===== src/rtl/mem_stage.sv =====
// mem_stage: MEM stage of the swt16 core, sitting between execute and writeback.
// Non-memory results are registered straight through to writeback. Loads and
// stores are issued to data memory over a req/ack handshake, and upstream is
// held with out_stall while an access is outstanding.
//
// Handshake: in BUSY, dmem_req stays high with stable dmem_we/addr/be/wdata
// until the memory returns dmem_ack; dmem_rdata is sampled in the ack cycle.
// out_stall=1 tells upstream to hold its inputs. A cycle with out_stall=0 and
// in_valid=1 consumes the presented instruction at the next rising edge.
//
// Optional feature, macro MEM_TIMEOUT_EN: an access left unacknowledged for
// TIMEOUT_CYCLES BUSY cycles is discarded and out_bus_error pulses for one
// cycle. Without the macro the stage waits for ack indefinitely.
module mem_stage #(
    parameter int WORD_WIDTH      = 16,
    parameter int DMEM_ADDR_WIDTH = 12,
    parameter int REG_IDX_WIDTH   = 4,
    parameter int TIMEOUT_CYCLES  = 255
) (
    input  logic                       clock,
    input  logic                       reset,
    input  logic                       in_valid,
    input  logic                       in_act_write_res_to_reg,
    input  logic                       in_act_load,
    input  logic                       in_act_store,
    input  logic                       in_byte,
    input  logic [WORD_WIDTH-1:0]      in_res,
    input  logic [WORD_WIDTH-1:0]      in_store_data,
    input  logic [REG_IDX_WIDTH-1:0]   in_res_reg_idx,
    output logic                       out_stall,
    output logic                       dmem_req,
    output logic                       dmem_we,
    output logic [DMEM_ADDR_WIDTH-1:0] dmem_addr,
    output logic [1:0]                 dmem_be,
    output logic [WORD_WIDTH-1:0]      dmem_wdata,
    input  logic                       dmem_ack,
    input  logic [WORD_WIDTH-1:0]      dmem_rdata,
    output logic                       out_act_write_res_to_reg,
    output logic [WORD_WIDTH-1:0]      out_res,
    output logic [REG_IDX_WIDTH-1:0]   out_res_reg_idx,
    output logic                       out_bus_error
);

    localparam int HALF = WORD_WIDTH / 2;

    // Reject configurations the lane logic and timeout counter cannot support.
    if ((WORD_WIDTH % 2) != 0 || TIMEOUT_CYCLES < 1 || TIMEOUT_CYCLES > 65535) begin : g_bad_params
        $error("mem_stage: WORD_WIDTH must be even and TIMEOUT_CYCLES in 1..65535");
    end

    typedef enum logic [0:0] {
        IDLE = 1'b0,
        BUSY = 1'b1
    } state_t;

    // state_q is the FSM state; checkers can observe it directly.
    state_t                     state_q, state_d;
    logic [DMEM_ADDR_WIDTH-1:0] addr_q, addr_d;
    logic                       bsel_q, bsel_d;
    logic                       byte_q, byte_d;
    logic                       store_q, store_d;
    logic [WORD_WIDTH-1:0]      sdata_q, sdata_d;
    logic [REG_IDX_WIDTH-1:0]   idx_q, idx_d;
    logic                       wr_q, wr_d;
    logic [WORD_WIDTH-1:0]      res_q, res_d;
    logic [REG_IDX_WIDTH-1:0]   ridx_q, ridx_d;
    logic                       stall_c;
    logic                       mem_op;

`ifdef MEM_TIMEOUT_EN
    localparam int CNT_W = 16;
    logic [CNT_W-1:0] cnt_q, cnt_d;
    logic             bus_err_c;
`endif

    assign mem_op = in_valid & (in_act_load | in_act_store);

    // Next-state, latch and memory-interface decode for the IDLE/BUSY FSM.
    always_comb begin
        state_d    = state_q;
        addr_d     = addr_q;
        bsel_d     = bsel_q;
        byte_d     = byte_q;
        store_d    = store_q;
        sdata_d    = sdata_q;
        idx_d      = idx_q;
        wr_d       = wr_q;
        res_d      = res_q;
        ridx_d     = ridx_q;
        stall_c    = 1'b0;
        dmem_req   = 1'b0;
        dmem_we    = 1'b0;
        dmem_addr  = '0;
        dmem_be    = 2'b00;
        dmem_wdata = '0;
`ifdef MEM_TIMEOUT_EN
        cnt_d      = cnt_q;
        bus_err_c  = 1'b0;
`endif
        case (state_q)
            IDLE: begin
                if (mem_op) begin
                    stall_c = 1'b1;
                    addr_d  = in_res[DMEM_ADDR_WIDTH:1];
                    bsel_d  = in_res[0];
                    byte_d  = in_byte;
                    // A load wins when both load and store are flagged.
                    store_d = in_act_store & ~in_act_load;
                    sdata_d = in_store_data;
                    idx_d   = in_res_reg_idx;
                    wr_d    = 1'b0;
                    state_d = BUSY;
`ifdef MEM_TIMEOUT_EN
                    cnt_d   = '0;
`endif
                end else begin
                    wr_d   = in_valid & in_act_write_res_to_reg;
                    res_d  = in_res;
                    ridx_d = in_res_reg_idx;
                end
            end
            BUSY: begin
                dmem_req  = 1'b1;
                dmem_we   = store_q;
                dmem_addr = addr_q;
                // Word accesses ignore address bit 0: both lanes, no fault.
                dmem_be   = byte_q ? (bsel_q ? 2'b10 : 2'b01) : 2'b11;
                if (store_q) begin
                    dmem_wdata = byte_q ? {2{sdata_q[HALF-1:0]}} : sdata_q;
                end
                stall_c = ~dmem_ack;
                wr_d    = 1'b0;
                if (dmem_ack) begin
                    state_d = IDLE;
                    if (!store_q) begin
                        wr_d   = 1'b1;
                        ridx_d = idx_q;
                        if (!byte_q) begin
                            res_d = dmem_rdata;
                        end else if (bsel_q) begin
                            res_d = {{HALF{1'b0}}, dmem_rdata[WORD_WIDTH-1:HALF]};
                        end else begin
                            res_d = {{HALF{1'b0}}, dmem_rdata[HALF-1:0]};
                        end
                    end
`ifdef MEM_TIMEOUT_EN
                end else if (cnt_q == CNT_W'(TIMEOUT_CYCLES)) begin
                    // Give up on the access: the held op is consumed and dropped.
                    state_d   = IDLE;
                    stall_c   = 1'b0;
                    bus_err_c = 1'b1;
                end else begin
                    cnt_d = cnt_q + 1'b1;
`endif
                end
            end
            default: state_d = IDLE;
        endcase
    end

    // State and pipeline registers; reset aborts any access in flight.
    always_ff @(posedge clock or posedge reset) begin
        if (reset) begin
            state_q <= IDLE;
            addr_q  <= '0;
            bsel_q  <= 1'b0;
            byte_q  <= 1'b0;
            store_q <= 1'b0;
            sdata_q <= '0;
            idx_q   <= '0;
            wr_q    <= 1'b0;
            res_q   <= '0;
            ridx_q  <= '0;
        end else begin
            state_q <= state_d;
            addr_q  <= addr_d;
            bsel_q  <= bsel_d;
            byte_q  <= byte_d;
            store_q <= store_d;
            sdata_q <= sdata_d;
            idx_q   <= idx_d;
            wr_q    <= wr_d;
            res_q   <= res_d;
            ridx_q  <= ridx_d;
        end
    end

`ifdef MEM_TIMEOUT_EN
    // BUSY-cycle counter for the access timeout.
    always_ff @(posedge clock or posedge reset) begin
        if (reset) begin
            cnt_q <= '0;
        end else begin
            cnt_q <= cnt_d;
        end
    end

    assign out_bus_error = bus_err_c & ~reset;
`else
    assign out_bus_error = 1'b0;
`endif

    // Stall is combinational from the inputs, so force it low while in reset.
    assign out_stall                = stall_c & ~reset;
    assign out_act_write_res_to_reg = wr_q;
    assign out_res                  = res_q;
    assign out_res_reg_idx          = ridx_q;

endmodule


===== config.mk =====
export PLATFORM = sky130hd
export DESIGN_NAME = mem_stage
export DESIGN_NICKNAME = d
export VERILOG_FILES = /design/src/rtl/mem_stage.sv
export SDC_FILE = /design/constraint.sdc
export NUM_CORES = 1
export LEC_CHECK = 0
export ABC_CLOCK_PERIOD_IN_PS = 2400
export BUFFER_PORTS_ARGS = -buffer_cell sky130_fd_sc_hd__clkbuf_2
export CAP_MARGIN = 5
export CORE_MARGIN = 2
export CORE_UTILIZATION = 53
export CTS_CLUSTER_DIAMETER = 40
export CTS_CLUSTER_SIZE = 40
export DETAILED_ROUTE_END_ITERATION = 10
export PLACE_DENSITY = 0.88
export SETUP_SLACK_MARGIN = 0.02
export SYNTH_ARGS = -nofsm -noshare
export SYNTH_HDL_FRONTEND = slang
export SYNTH_SLANG_ARGS = --single-unit

===== constraint.sdc =====
create_clock -name clock -period 2.4 [get_ports clock]
set_input_delay 0.24 -clock clock [delete_from_list [all_inputs] [get_ports clock]]
set_output_delay 0.24 -clock clock [all_outputs]
set_load 0.02 [all_outputs]

# After elaboration in Yosys (flattened, before gate mapping)
# Cells that the tools add are included.
# classes
n_bitwise	9
n_reduce_logical	2
mux	27
n_eq_ne	3
# op_table
cell	count
16-bit 2-to-1 mux	7
16-bit one-hot mux with 2 select lines	1
12-bit 2-to-1 mux	1
4-bit 2-to-1 mux	3
8-bit 2-to-1 mux	1
4-bit one-hot mux with 2 select lines	1
1-bit 2-to-1 mux	7
2-bit 2-to-1 mux	3
2-bit inequality test, second input constant	3
1-bit one-hot mux with 2 select lines	3
1-bit AND	4
1-bit inverter	4
3-bit AND reduction	1
2-bit AND reduction	1
1-bit bitwise OR	1
# totals
ff_bits	57
input_bits	60
out_inout_bits	55

# Longest topological paths before layout
# Gate-level depths: netlist of the first run.
# logic_depth
depth_word	5
mapped_depth	6
mapped_depth_nobuf	3

# Worst setup path before layout of the first run
# Ideal clock, no wire load.
# synth_path
path_kind	flip-flop to output port
from	reg state_q
to	out dmem_wdata[10]
t_arrival_ns	1.456
setup_slack_ns	0.704
path_buffers	2
path_stages_with_launch	5
path_cell_list	dfrtp_1 -> buf_4 -> clkbuf_1 -> nand2_1 -> nor2_1
# synth_between
elab_chain_cells	1
# synth_rtl
item	line	source
start, declared	57	state_t state_q, state_d;
start signal, assigned	175	state_q <= state_d;
16-bit 2-to-1 mux	100	case (state_q)
end, declared	35	output logic [WORD_WIDTH-1:0] dmem_wdata,
# No other way between the ends.

# Worst setup path after layout of the first run
# layout_path
from	reg state_q
to	out dmem_be[1]
# layout_between
elab_chain_cells	1
# layout_rtl
item	line	source
2-bit 2-to-1 mux	100	
end, declared	34	output logic [1:0] dmem_be,
# No other way between the ends.

==> results of run 1 <==
[logic make-up (layout without fill, tap and decap cells)]
group | Yosys count | count (layout) | share of synthesized area [%]
AOI/OAI and AO/OA | 31 | 31 | 8.14
buffers and inverters | 24 | 137 | 5.66
and+or+nand+nor | 55 | 55 | 9.90
muxes | 66 | 66 | 28.4
DFF | 57 | 57 | 47.8
other | 1 | 1 | 0.126
[routing by layer]
layer / vias to the layer above / part of all wire (%) / track usage (%)
met5: - / 0 / 0
met4: 0 / 2.3 / 10.0
met3: 14 / 4.4 / 4.43
met2: 83 / 51 / 38.9
met1: 1103 / 43 / 31.4
li1: 1040 / - / -
[metrics by stage]
stage	util (%)	setup slack (ns)	hold WS, ns	std cells
2_1_floorplan	-	0.704	0.326	234
3_3_place_gp	64.5	0.652	0.256	405
3_5_place_dp	64.5	0.598	0.275	405
4_1_cts	67.8	0.282	0.127	419
5_1_grt	67.8	0.173	0.141	419
6_report	67.8	0.281	0.145	419
[cells in the mapped netlist, drive strengths merged]
master | n | share of area (%)
clkbuf | 5 | 0.63
a22o | 8 | 2.3
a22oi | 1 | 0.42
buf | 15 | 4.5
a21oi | 5 | 0.84
mux2i | 8 | 2.7
nor2b | 2 | 0.67
nand2b | 2 | 0.42
mux2 | 58 | 26
nand3 | 9 | 1.5
and3 | 8 | 1.7
conb | 1 | 0.13
a21bo | 8 | 2.7
and2 | 13 | 2.8
nand2 | 3 | 0.38
o21ai | 1 | 0.17
a31oi | 8 | 1.7
dfrtp | 57 | 48
or2 | 1 | 0.29
nor2 | 17 | 2.1
inv | 4 | 0.50
[worst paths after layout]
kind	endpoint	slack [ns]	depth (start not counted)
setup / recovery	dmem_be[1]	0.28	4
hold / removal	sdata_q[14]$_DFFE_PP0P_	0.15	2
setup reg to reg	out_res[14]$_DFFE_PP0P_	0.60	4
hold reg to reg	idx_q[0]$_DFFE_PP0P_	0.50	1
max in group asynchronous	addr_q[6]$_DFFE_PP0P_	1.28	4
min in group asynchronous	out_act_write_res_to_reg$_DFF_PP0_	0.49	3
[power by group]
group	internal (uW)	switching (uW)
registers	1220	201
clock network	442	335
logic	609	644
total	2270	1180
[worst max-delay path, stage by stage (launching register included)]
cell,delay [ns]
sky130_fd_sc_hd__dfrtp_1,0.40
sky130_fd_sc_hd__buf_4,0.42
sky130_fd_sc_hd__inv_1,0.30
sky130_fd_sc_hd__a21oi_1,0.23
sky130_fd_sc_hd__clkbuf_2,0.20
[area by class of cell]
class	instances	area share, %
flip-flops and latches	57	38.5
multi-input cells	153	37.4
repair buffers	120	16.7
clock buffers	13	4.55
well taps	72	2.43
inverters	4	0.405
[what timing repair did]
item,in CTS,in global routing
setup buffers,0,0
hold endpoints to repair,19,0
hold buffers,1,0
==> results.py, run 1 <==
metrics = {
    "finish": {
        "fin_nets": 405,
        "drive_above_1_share_pct": 58.2,
        "layout_common_cells": "sky130_fd_sc_hd__clkbuf_2, sky130_fd_sc_hd__dfrtp_1, sky130_fd_sc_hd__mux2_4, sky130_fd_sc_hd__mux2_2, sky130_fd_sc_hd__nor2_1",
        "antenna_cells_inserted": 0,
        "area.growth.synth_to_final_pct": 24.3,
        "layout_commonest_cell": "sky130_fd_sc_hd__clkbuf_2",
        "final_instance_area_um2": 3710,
        "multiInputGateArea_um2": 1390,
        "layout.area.seq_um2": 1430,
        "num-fill-cells": 428,
    },
    "synth": {
        "mappedNetlistNets": 294,
        "synthesis.instances": 234,
        "synthesis.area_per_instance_um2": 12.7,
        "synth-seq-cells": 57,
        "synthesis.yosys.warnings": 0,
        "seq_area_frac_synth_pct": 47.8,
        "synth_cell_types": 28,
        "syn-cell-area_um2": 2980,
    },
    "detailed_routing": {
        "drt_iter0_markers": 79,
        "drt-wirelength-per-cell_um": 16.9,
        "first_pass_iters": 4,
        "final_antenna_net_count": 0,
        "remaining_drc_errors": 0,
        "vias": 2240,
        "totalWireLength_um": 7090,
        "vias_per_instance": 5.35,
    },
    "clock_tree": {
        "post_cts_resize_count": 0,
        "htree_num_levels": 3,
        "clk-insertion-delay-late_ns": 0.33,
        "tritoncts": "done",
        "num_cts_buffers": 9,
        "clock-root-buffer": "sky130_fd_sc_hd__clkbuf_8",
        "path_clk_slew_ns": 0.06,
        "cts-root-to-sink-buffers": 2,
        "cts_num_sinks": 57,
    },
    "sta": {
        "timing_worst_slew_pin_value_ns": 0.612,
        "finClkSkew_ns": 0.00494,
        "final.min_clock_period_ns": 2.12,
        "pins_over_slew_limit": 0,
        "slew_headroom_pct": 59.2,
        "setup_tns_ns": 0,
        "finalCritPeriodShare_pct": 88.3,
        "achievable-frequency_mhz": 472,
        "hold_viol": 0,
        "setup_repair_after_global_routing_missed_its_margin": "false",
        "setup_viol_count_final": 0,
    },
    "placed_design": {
        "placed_cell_area_um2": 3530,
        "gp_congestion": 0.879,
        "portBuffers": 113,
        "dpl.hpwl_um": 5120,
    },
    "critical_path": {
        "worstSetupStartpoint": "state_q$_DFF_PP0_",
        "kind_of_end_point_of_the_critical_path": "output pin",
        "crit_type": "flop to output pin",
        "arrival_ns": 1.88,
        "maximum_fanout_count_along_the_critical_path": 46,
        "regToRegStartpoint": "state_q$_DFF_PP0_",
        "worst-endpoint-required_ns": 2.16,
        "critPathLaunchType": "flop",
    },
    "floorplan": {
        "initial_core_util_pct": 54.5,
        "std_cell_rows": 27,
        "boundaryPins": 115,
        "chipHeight_um": 79.0,
        "total_core_area_um2": 5470,
        "design.die.area_um2": 6240,
        "fp.dieW_um": 79.0,
    },
    "worst_hold_path": {
        "hold_path_startpoint": "in_store_data[14]",
        "hold_class": "input port to flop",
    },
    "global_routing": {
        "grt.overflow.total": 0,
        "initial_antenna_violation_count": 0,
        "pin_count_of_the_biggest_net_entering_global_routing": 47,
        "vias_in_the_first_global_route": 2266,
        "grt_usage_pct": 23.8,
        "first_pass_grt_wire_length_um": 11200,
    },
    "run": {
        "maxCapViolations": 0,
    },
    "power_and_ir_drop": {
        "p_leak_uw": 0.00192,
        "vdd_drop_max_mv": 0.515,
        "power.density_cell_area_nw_per_um2": 931,
        "post-layout-total-power_uw": 3450,
    },
    "run_status": {
        "run_status": "finished, final reports clean",
    },
}
Power figures use the tool's default switching activity.
==> inputs of run 2 (changes only) <==
==> constraint.sdc (replaced) <==
create_clock -name clock -period 2.4 [get_ports clock]
set_input_delay 0.12 -clock clock [delete_from_list [all_inputs] [get_ports clock]]
set_output_delay 0.12 -clock clock [all_outputs]
set_load 0.02 [all_outputs]
==> run 2 against run 1 <==
Effect of this change: worst setup slack better by 0.13 ns; critical path depth unchanged; via count up 0.54%.
==> results.py, run 2 (synthesized netlist as in run 1, its figures left out) <==
metrics = {
    "critical_path": {
        "maximum_fanout_count_along_the_critical_path": 46,
        "kind_of_end_point_of_the_critical_path": "output pin",
        "crit_type": "flop to output pin",
        "crit_slowest_cell": "sky130_fd_sc_hd__buf_4",
        "number_of_buffer_and_inverter_stages_on_the_critical_path": 2,
        "worst-endpoint-required_ns": 2.28,
        "arrival_ns": 1.87,
        "regToRegStartpoint": "state_q$_DFF_PP0_",
        "regToRegSetupSlack_ns": 0.61,
        "critPathLaunchType": "flop",
        "critical-path-max-stage-delay_ns": 0.41,
        "worst_path_dominant_cell_family": "buffers and inverters",
        "r2r_cells": 4,
        "timing.rr.end": "out_res[12]$_DFFE_PP0P_",
        "worstPathCellList": "buf_4, nand2_1, nor2_1, clkbuf_2",
    },
    "detailed_routing": {
        "met3_length_um": 371,
        "detail_route.wirelength.met1_um": 3030,
        "vias_per_instance": 5.34,
        "totalWireLength_um": 7050,
        "final_antenna_net_count": 0,
        "top_layer_used": "met4",
        "remaining_drc_errors": 0,
        "drt-wirelength-per-cell_um": 16.7,
        "first_pass_iters": 4,
        "drt_iter0_markers": 104,
        "wl_met2_um": 3420,
        "vias": 2252,
    },
    "power_and_ir_drop": {
        "post-layout-total-power_uw": 3610,
        "power.density_cell_area_nw_per_um2": 961,
        "p_leak_uw": 0.00194,
        "vdd_drop_max_mv": 0.516,
    },
    "floorplan": {
        "fp.dieW_um": 79.0,
        "boundaryPins": 115,
        "std_cell_rows": 27,
        "design.die.area_um2": 6240,
        "initial_core_util_pct": 54.5,
        "total_core_area_um2": 5470,
        "chipHeight_um": 79.0,
    },
    "clock_tree": {
        "cts_num_sinks": 57,
        "tritoncts": "done",
        "num_cts_buffers": 9,
        "htree_num_levels": 3,
        "post_cts_resize_count": 0,
        "clk-insertion-delay-late_ns": 0.33,
        "path_clk_slew_ns": 0.07,
        "cts-root-to-sink-buffers": 2,
        "clock-root-buffer": "sky130_fd_sc_hd__clkbuf_8",
    },
    "worst_hold_path": {
        "hold_path_startpoint": "in_store_data[13]",
        "hold_class": "input port to flop",
        "timing.hold.worst_path_depth": 2,
        "hold_path_end": "sdata_q[13]$_DFFE_PP0P_",
    },
    "placed_design": {
        "gp_congestion": 0.843,
        "dpl.hpwl_um": 4970,
        "portBuffers": 113,
    },
    "finish": {
        "drive_above_1_share_pct": 58.0,
        "layout_common_cells": "sky130_fd_sc_hd__clkbuf_2, sky130_fd_sc_hd__dfrtp_1, sky130_fd_sc_hd__mux2_4, sky130_fd_sc_hd__mux2_2, sky130_fd_sc_hd__nor2_1",
        "layout_commonest_cell": "sky130_fd_sc_hd__clkbuf_2",
        "area.growth.synth_to_final_pct": 26.1,
        "antenna_cells_inserted": 0,
        "fin_nets": 405,
    },
    "sta": {
        "pins_over_slew_limit": 0,
        "timing_worst_slew_pin_value_ns": 0.611,
        "hold_viol": 0,
        "final.min_clock_period_ns": 1.99,
        "slew_headroom_pct": 59.3,
        "setup_repair_after_global_routing_missed_its_margin": "false",
        "setup_viol_count_final": 0,
        "hold_slack_ns": 0.0126,
        "achievable-frequency_mhz": 502,
        "finalCritPeriodShare_pct": 83.0,
        "setup_tns_ns": 0,
        "finClkSkew_ns": 0.0107,
    },
    "global_routing": {
        "pin_count_of_the_biggest_net_entering_global_routing": 58,
        "first_pass_grt_wire_length_um": 11100,
        "vias_in_the_first_global_route": 2277,
        "initial_antenna_violation_count": 0,
        "grt.overflow.total": 0,
        "grt_usage_pct": 23.6,
    },
    "run_status": {
        "run_status": "finished, final reports clean",
    },
    "run": {
        "maxCapViolations": 0,
    },
}
run 2: cell types whose count changed in the layout (fill, tap and decap cells not counted), sizes merged:
cell / before / now
dlygate4sd3: 1 / 2
bufinv: 0 / 1
clkbuf: 126 / 127
clkinv: 0 / 1
buf: 6 / 5
run 2: worst max path at each step:
stage / start / end / slack [ns] / cells past startpoint
after global routing: state_q$_DFF_PP0_ / dmem_be[0] / 0.27 / 4
after floorplan: state_q$_DFF_PP0_ / addr_q[0]$_DFFE_PP0P_ / 0.79 / 6
after global placement: state_q$_DFF_PP0_ / out_res[9]$_DFFE_PP0P_ / 0.70 / 4
final: state_q$_DFF_PP0_ / dmem_wdata[8] / 0.41 / 4
after detailed placement: state_q$_DFF_PP0_ / out_res[12]$_DFFE_PP0P_ / 0.65 / 4
after CTS: state_q$_DFF_PP0_ / dmem_be[0] / 0.40 / 4
run 2: metrics by stage:
stage	setup WS [ns]	instances	area, um^2	util, %
2_1_floorplan	0.788	234	2980	-
3_3_place_gp	0.699	404	3530	64.6
3_5_place_dp	0.651	404	3530	64.6
4_1_cts	0.398	422	3760	68.7
5_1_grt	0.270	422	3760	68.7
6_report	0.408	422	3760	68.7
run 2: final cells by class:
cell class | instances | area [um^2]
multi-input cells | 153 | 1390
fillers | 428 | 1710
clock buffers | 14 | 173
clock inverters | 2 | 35.0
repair buffers | 120 | 636
flip-flops and latches | 57 | 1430
well taps | 72 | 90.1
inverters | 4 | 15.0
run 2: report_power, final:
group,internal [uW],switching (uW),leakage [uW]
combinational,612,638,0.00116
clock,564,368,0.000107
sequential,1220,211,0.000672
total,2400,1220,0.00194
run 2: per-layer routing:
| metal | up-vias | GRT usage [%] |
|---|---|---|
| met5 | - | 0 |
| met4 | 0 | 11.9 |
| met3 | 22 | 4.77 |
| met2 | 93 | 37.0 |
| met1 | 1094 | 31.3 |
| li1 | 1043 | - |
run 2: timing repair:
item | in CTS | in global routing
setup buffers | 0 | 0
hold buffers | 2 | 0
endpoints found under the hold margin | 58 | 0
